## src/rtl/acoustics_uart_pkg.sv

```systemverilog
// Shared definitions for the topside UART output path.
package acoustics_uart_pkg;

    typedef enum logic [2:0] {
        IDLE,
        LOAD,
        START,
        DATA,
        STOP
    } tx_state_t;

    localparam int unsigned CLKS_PER_BIT_DEFAULT = 434;
    localparam int unsigned UART_DATA_BITS       = 8;

    localparam logic LINE_IDLE  = 1'b1;
    localparam logic LINE_START = 1'b0;
    localparam logic LINE_STOP  = 1'b1;

endpackage

```

## src/rtl/uart_baud_counter.sv

```systemverilog
// Bit-period counter: counts 0..CLKS_PER_BIT-1 and flags the terminal count.
module uart_baud_counter
    import acoustics_uart_pkg::*;
#(
    parameter int unsigned CLKS_PER_BIT = CLKS_PER_BIT_DEFAULT
) (
    input  logic clk,
    input  logic reset,
    input  logic clear,
    output logic tick
);

    localparam int unsigned CW = (CLKS_PER_BIT > 1) ? $clog2(CLKS_PER_BIT) : 1;
    localparam logic [CW-1:0] LAST = CW'(CLKS_PER_BIT - 1);

    logic [CW-1:0] count;

    assign tick = (count == LAST);

    // Free-running count within a bit, wrapping on terminal count; held at 0 while cleared.
    always_ff @(posedge clk) begin
        if (reset || clear) begin
            count <= '0;
        end else if (tick) begin
            count <= '0;
        end else begin
            count <= count + CW'(1);
        end
    end

endmodule

```

## src/rtl/uart_word_tx.sv

```systemverilog
// Two-frame 8N1 transmitter for one frozen 16-bit word, high byte first.
module uart_word_tx
    import acoustics_uart_pkg::*;
#(
    parameter int unsigned CLKS_PER_BIT = CLKS_PER_BIT_DEFAULT
) (
    input  logic       clk,
    input  logic       reset,
    input  logic       send_req,
    input  logic [7:0] word_byte,
    output logic       hold_data_sel,
    output logic       byte_to_send_sel,
    output logic       busy,
    output logic       done,
    output logic       uart_tx
);

    tx_state_t                 state;
    logic [UART_DATA_BITS-1:0] shift_reg;
    logic [2:0]                bit_idx;
    logic                      byte_idx;
    logic                      baud_clear;
    logic                      baud_tick;

    // Every START/DATA/STOP exit happens on terminal count, where the counter
    // wraps anyway, so clearing only in IDLE/LOAD resets it on each state change.
    assign baud_clear = (state == IDLE) || (state == LOAD);

    uart_baud_counter #(
        .CLKS_PER_BIT(CLKS_PER_BIT)
    ) u_baud (
        .clk  (clk),
        .reset(reset),
        .clear(baud_clear),
        .tick (baud_tick)
    );

    // Transfer sequencer with registered line and datapath controls.
    always_ff @(posedge clk) begin
        if (reset) begin
            state            <= IDLE;
            shift_reg        <= '0;
            bit_idx          <= '0;
            byte_idx         <= 1'b0;
            uart_tx          <= LINE_IDLE;
            hold_data_sel    <= 1'b0;
            byte_to_send_sel <= 1'b0;
            busy             <= 1'b0;
            done             <= 1'b0;
        end else begin
            done <= 1'b0;
            case (state)
                IDLE: begin
                    uart_tx <= LINE_IDLE;
                    if (send_req) begin
                        state            <= LOAD;
                        byte_idx         <= 1'b0;
                        hold_data_sel    <= 1'b1;
                        byte_to_send_sel <= 1'b1;
                        busy             <= 1'b1;
                    end
                end
                LOAD: begin
                    shift_reg <= word_byte;
                    bit_idx   <= '0;
                    uart_tx   <= LINE_START;
                    state     <= START;
                end
                START: begin
                    if (baud_tick) begin
                        uart_tx <= shift_reg[0];
                        state   <= DATA;
                    end
                end
                DATA: begin
                    if (baud_tick) begin
                        if (bit_idx == 3'(UART_DATA_BITS - 1)) begin
                            uart_tx <= LINE_STOP;
                            state   <= STOP;
                        end else begin
                            shift_reg <= {1'b0, shift_reg[UART_DATA_BITS-1:1]};
                            uart_tx   <= shift_reg[1];
                            bit_idx   <= bit_idx + 3'd1;
                        end
                    end
                end
                STOP: begin
                    if (baud_tick) begin
                        if (!byte_idx) begin
                            byte_idx         <= 1'b1;
                            byte_to_send_sel <= 1'b0;
                            state            <= LOAD;
                        end else begin
                            state         <= IDLE;
                            done          <= 1'b1;
                            hold_data_sel <= 1'b0;
                            busy          <= 1'b0;
                        end
                    end
                end
                default: begin
                    state <= IDLE;
                end
            endcase
        end
    end

endmodule
```

## config.mk

```make
export PLATFORM = sky130hd
export DESIGN_NAME = uart_word_tx
export DESIGN_NICKNAME = d
export VERILOG_FILES = /design/src/rtl/acoustics_uart_pkg.sv /design/src/rtl/uart_baud_counter.sv /design/src/rtl/uart_word_tx.sv
export SDC_FILE = /design/constraint.sdc
export NUM_CORES = 1
export LEC_CHECK = 0
export CAP_MARGIN = 5
export CORE_MARGIN = 3
export CORE_UTILIZATION = 23
export CTS_CLUSTER_SIZE = 40
export DETAILED_ROUTE_END_ITERATION = 8
export PLACE_DENSITY = 0.51
export SLEW_MARGIN = 20
export SYNTH_ARGS = -nofsm -noshare
export SYNTH_HDL_FRONTEND = slang
export SYNTH_SLANG_ARGS = --single-unit
```

## constraint.sdc

```tcl
create_clock -name clk -period 2 [get_ports clk]
set_input_delay 0.4 -clock clk [delete_from_list [all_inputs] [get_ports clk]]
set_output_delay 0.4 -clock clk [all_outputs]
set_load 0.05 [all_outputs]
```

# [Word level (Yosys, flattened, before mapping)]
# Index checks and enable logic that the tools add are counted.
[totals] word_cells=69 register_bits=28 input_bits=11
[classes] n_eq_ne=14 n_addsub=2 bitwise_logic=2 muxes=28 reduce_logical=14
[ops] cell="$mux 3" count=7
[ops] cell="$mux 8" count=2
[ops] cell="$ne 2x2->1 const B" count=8
[ops] cell="$pmux 8 s2" count=1
[ops] cell="$pmux 3 s5" count=1
[ops] cell="$mux 1" count=12
[ops] cell="$add 9x1->9 const B" count=1
[ops] cell="$eq 9x9->1 const B" count=1
[ops] cell="$reduce_and 3->1" count=3
[ops] cell="$reduce_and 4->1" count=2
[ops] cell="$eq 3x2->1 const B" count=2
[ops] cell="$eq 3x3->1 const B" count=2
[ops] cell="$pmux 1 s2" count=3
[ops] cell="$pmux 3 s2" count=1
[ops] cell="$reduce_and 5->1" count=1
[ops] cell="$pmux 1 s4" count=1
[ops] cell="$reduce_bool 2->1" count=2
[ops] cell="$reduce_bool 4->1" count=1
[ops] cell="$add 3x1->3 const B" count=1
[ops] cell="$eq 3x1->1 const B" count=1
[ops] cell="$logic_not 3->1" count=1
[ops] cell="$reduce_or 3->1" count=1
[ops] cell="$logic_or 1x1->1" count=2
[ops] cell="$not 1->1" count=2
[ops] cell="$reduce_or 2->1" count=1

# [Depth between registers and ports, before layout]
[logic_depth] ltp_word=4 ltp_mapped=7 mapped_depth_nobuf=6

# [By module]
# From an unflattened synthesis, not the netlist that was laid out.
[hier_totals] cells_unflattened=148 area_unflattened_um2=1346.3
[by_module_without_submodules] mod="uart_word_tx" n_inst=1 seq_area_each_um2=380.4 cells_per_inst=102 area_per_inst_um2=932.1
[by_module_without_submodules] mod="uart_baud_counter" n_inst=1 seq_area_each_um2=180.2 cells_per_inst=46 area_per_inst_um2=414.1

# [Worst setup path after synthesis]
# OpenSTA, ideal clock, no wires.
[synth_timing] kind="register -> register" from="register bit_idx[0]" to="register shift_reg[7]" period_less_slack_ns=1.543 path_buffers=1 t_required_ns=1.872 setup_slack_ns=0.457 arrival_ns=1.415 path_stages_with_launch=8 path_cell_list="dfxtp_1 -> ha_1 -> ha_1 -> nor3b_1 -> a32oi_1 -> buf_2 -> a32oi_1 -> nor2_1"
[synth_via] elab_chain_len=3
[synth_lines] element="start: declaration" line_no="uart_word_tx.sv:20" text="logic [2:0] bit_idx;"
[synth_lines] element="start signal: assignment" line_no="uart_word_tx.sv:83" text="bit_idx <= bit_idx + 3'd1;"
[synth_lines] element="$eq 3x3->1" line_no="uart_word_tx.sv:77" text="if (bit_idx == 3'(UART_DATA_BITS - 1)) begin"
[synth_lines] element="$ne 2x2->1 (no line)"
[synth_lines] element="$reduce_and 3->1 (no line)"
[synth_lines] element="end signal: assignment" line_no="uart_word_tx.sv:64" text="shift_reg <= word_byte;"
[synth_lines] element="end signal: assignment" line_no="uart_word_tx.sv:81" text="shift_reg <= {1'b0, shift_reg[UART_DATA_BITS-1:1]};"
[synth_lines] element="end: declaration" line_no="uart_word_tx.sv:19" text="logic [UART_DATA_BITS-1:0] shift_reg;"
# No other way between the ends.
# A chain may end at the register's enable or synchronous reset.

# [Worst setup path after layout]
[layout_timing] from="register byte_to_send_sel" to="output port byte_to_send_sel"
[layout_lines] element="start: declaration" line_no="uart_word_tx.sv:12" text="output logic byte_to_send_sel,"
[layout_lines] element="start signal: assignment" line_no="uart_word_tx.sv:47" text="byte_to_send_sel <= 1'b0;"
[layout_lines] element="start signal: assignment" line_no="uart_word_tx.sv:59" text="byte_to_send_sel <= 1'b1;"
[layout_lines] element="start signal: assignment" line_no="uart_word_tx.sv:91" text="byte_to_send_sel <= 1'b0;"
# No word-level cell between the ends.

==> metrics.md <==
| Metric | Value |
|---|---|
| NumNets Final | 174 |
| PwrDens | 1080 nW/µm² |
| Post CTS Setup Buffer Count | 0 |
| CTS resizes | 0 |
| Grt total ovfl | 0 |
| DRT iter0 DRCs | 87 |
| Worst-path cell chain | clkdlybuf4s50_1 |
| Sequential area share after synthesis | 0.414 |
| Cells after Synth | 145 |
| Fin Setup TNS | 0 ns |
| Clock Latency Late Sink | 0.27 ns |
| Area Overhead vs Synth | 19.4% |
| H-Tree Depth | 1 |
| Reg2reg start | u_baud.count[1]$_SDFF_PP0_ |
| Switching Share | 0.360 |
| Routed vias/inst | 4.52 |
| Slowest CP cell | clkdlybuf4s50_1 |
| Worst Hold Launch | bit_idx[1]$_SDFFE_PP0P_ |
| Post-synthesis register bit count | 28 |
| Post-DP HPWL | 1910 µm |
| P_leak | 0.608 nW |
| Rel. slew slack | 0.662 |
| Die width | 82.7 µm |
| Worst min path class | reg2reg |
| Routability Congestion | 0.687 |
| Max clock buf depth | 2 |
| Vias | 1040 |
| Largest register FFs | 9 |
| Post-route ant nets | 0 |
| P_int | 0.00111 W |
| Share of cells above drive strength 1 | 0.120 |
| Syn Nets | 160 |
| Starting density of the core | 0.241 |
| I/O Pins | 16 |
| # fillers | 635 |
| Min Hold Slack | 0.463 ns |
| VDD IR max | 411 µV |
| Worst Hold Endpoint | bit_idx[1]$_SDFFE_PP0P_ |
| Sinks on Clock Net | 28 |
| Clk pwr share | 0.202 |
| Max incr delay on CP | 0.82 ns |
| Worst-Margin Slew | 0.506 ns |
| Switching power | 0.000626 W |
| R2R cell count | 6 |
| FF-to-FF setup slack | 0.33 ns |
| Worst path required time | 1.60 ns |
| Delay-heaviest family, CP | buffers and inverters |
| Initial antenna violation count | 0 |
| Hold Path Depth | 2 |
| Register share of total power | 0.428 |
| # port buffers | 15 |
| Most frequent cells in the layout | dfxtp_1 (28), nor2_1 (26), clkdlybuf4s50_1 (15) |
| Gr usage total | 0.0879 |
| Rows | 27 |
| Die area | 6840 µm² |
| Worst-path clk slew | 0.09 ns |
| CTS Root Cell | clkbuf_8 |
| CP Max Fanout | 3 |
| Final wirelength | 2670 µm |
| Synth warn | 0 |
| Distinct cells, synth | 40 |
| Critical path endpoint category | output port |
| DRT Pass-1 Iters | 4 |
| Cell count along the critical path | 1 |
| Vias in the first global route | 981 |
| Top achievable clock speed | 536 MHz |
| Most common cell after layout, fill and taps aside | dfxtp_1 |
| CTS Hold Bufs | 0 |
| First-pass GRT wire length | 4640 µm |
| Fin. Hold Viols | 0 |
| Unrepaired setup endpoints after global routing | false |
| Worst path bufs/invs | 1 |
| Final setup fails | 0 |
| Combinational share of power | 0.370 |
| Fin. max-slew vios | 0 |
| Critical path class | reg2out |
| Worst R2R End | u_baud.count[2]$_SDFF_PP0_ |
| Max-Cap Viols | 0 |
| Period minus WS final | 1.87 ns |
| TritonCTS clock tree | yes |
| # DRC | 0 |
| DIE HEIGHT | 82.7 µm |
| Multi-input gate area | 729 µm² |
| Status | complete, no violations |
| Wire per inst | 11.6 µm |
| Worst path arrival time | 1.47 ns |
| Clock buffer count from CTS | 3 |
| CP startpoint kind | flop |
| Largest net degree at the start of global routing | 25 |
| N_diodes | 0 |
| CORE AREA | 5610 µm² |
| Final Skew | 0.00138 ns |
| Syn Area/Cell | 9.33 µm² |
| Mapped Area | 1350 µm² |
| Final period util | 0.934 |
| Sequential Area | 561 µm² |
==> per-stage QoR <==
stage	setup WS [ns]	instances	cell area [µm²]	util	power, W
floorplan	0.457	145	1350	-	0.00126
global placement	0.318	226	1560	0.278	0.00141
detailed placement	0.327	226	1560	0.278	0.00141
CTS	0.120	230	1620	0.288	0.00177
global route	0.0705	230	1620	0.288	0.00187
finish	0.133	230	1620	0.288	0.00174
==> worst max path at each step <==
| stage | startpoint | to | slack [ns] |
|---|---|---|---|
| floorplan | bit_idx[0]$_SDFFE_PP0P_ | shift_reg[7]$_SDFFE_PP0P_ | 0.46 |
| global placement | send_req | byte_idx$_SDFFE_PP0P_ | 0.32 |
| detailed placement | u_baud.count[1]$_SDFF_PP0_ | u_baud.count[2]$_SDFF_PP0_ | 0.33 |
| CTS | byte_to_send_sel$_SDFFE_PP0P_ | byte_to_send_sel | 0.12 |
| global route | byte_to_send_sel$_SDFFE_PP0P_ | byte_to_send_sel | 0.07 |
| finish | byte_to_send_sel$_SDFFE_PP0P_ | byte_to_send_sel | 0.13 |
==> kinds of logic (layout without fill, tap and decap cells) <==
logic type	Yosys count	count (layout)	synth area share
adder cells (fa/ha/maj)	4	4	0.0370
AND/OR/NAND/NOR	59	59	0.230
AO/OA/AOI/OAI	21	21	0.109
XOR/XNOR	7	7	0.0453
flip-flops	28	28	0.414
buffers and inverters	11	24	0.0463
multiplexers	15	15	0.117
==> synthesized netlist by cell type <==
cell / instances / share of area
o21ai_0: 3 / 0.011
a31oi_1: 2 / 0.0092
o21a_1: 1 / 0.0056
inv_1: 2 / 0.0056
and2_4: 1 / 0.0065
a21o_1: 1 / 0.0056
and4b_4: 1 / 0.010
or2_2: 1 / 0.0046
nand2_1: 4 / 0.011
nand3_1: 6 / 0.022
nand3b_1: 3 / 0.017
o41ai_1: 1 / 0.0065
xor2_1: 2 / 0.013
o41a_1: 1 / 0.0083
nor2_1: 26 / 0.072
o2bb2ai_1: 1 / 0.0065
buf_6: 2 / 0.017
buf_2: 2 / 0.0074
nor3_1: 1 / 0.0037
ha_1: 4 / 0.037
a21oi_1: 5 / 0.018
o31ai_1: 1 / 0.0056
nand4_1: 3 / 0.014
clkbuf_1: 3 / 0.0083
a2bb2oi_1: 1 / 0.0065
or3_1: 2 / 0.0092
and4bb_4: 1 / 0.012
o32ai_1: 1 / 0.0065
and3_2: 1 / 0.0056
nor2b_1: 2 / 0.0092
nand2b_1: 4 / 0.018
and3_1: 2 / 0.0092
buf_4: 1 / 0.0056
dfxtp_1: 28 / 0.41
buf_1: 1 / 0.0028
nor3b_1: 1 / 0.0056
mux2i_1: 8 / 0.059
xnor2_1: 5 / 0.032
mux2_2: 7 / 0.058
a32oi_1: 3 / 0.019
==> metal layers <==
| metal | vias up | GRT usage | routed length (µm) |
|---|---|---|---|
| li1 | 537 | - | - |
| met4 | 0 | 0.0343 | 39 |
| met1 | 489 | 0.121 | 1410 |
| met5 | - | 0 | 0 |
| met3 | 2 | 0.0217 | 95 |
| met2 | 12 | 0.131 | 1120 |
==> power by group through the flow <==
stage,Combinational (W),Clock [W],Sequential (W)
floorplan,0.000489,0,0.000776
global placement,0.000656,0,0.000759
detailed placement,0.000647,0,0.000758
CTS,0.000651,0.000370,0.000746
global route,0.000714,0.000390,0.000763
finish,0.000644,0.000351,0.000745
==> layout make-up <==
type / count / share of cell area
Clock buffer: 4 / 0.0341
Inverter: 2 / 0.00465
Multi-Input combinational cell: 106 / 0.452
Sequential cell: 28 / 0.347
Tap cell: 72 / 0.0558
Timing Repair Buffer: 18 / 0.107
No activity file was read; power rests on OpenSTA's default activity.
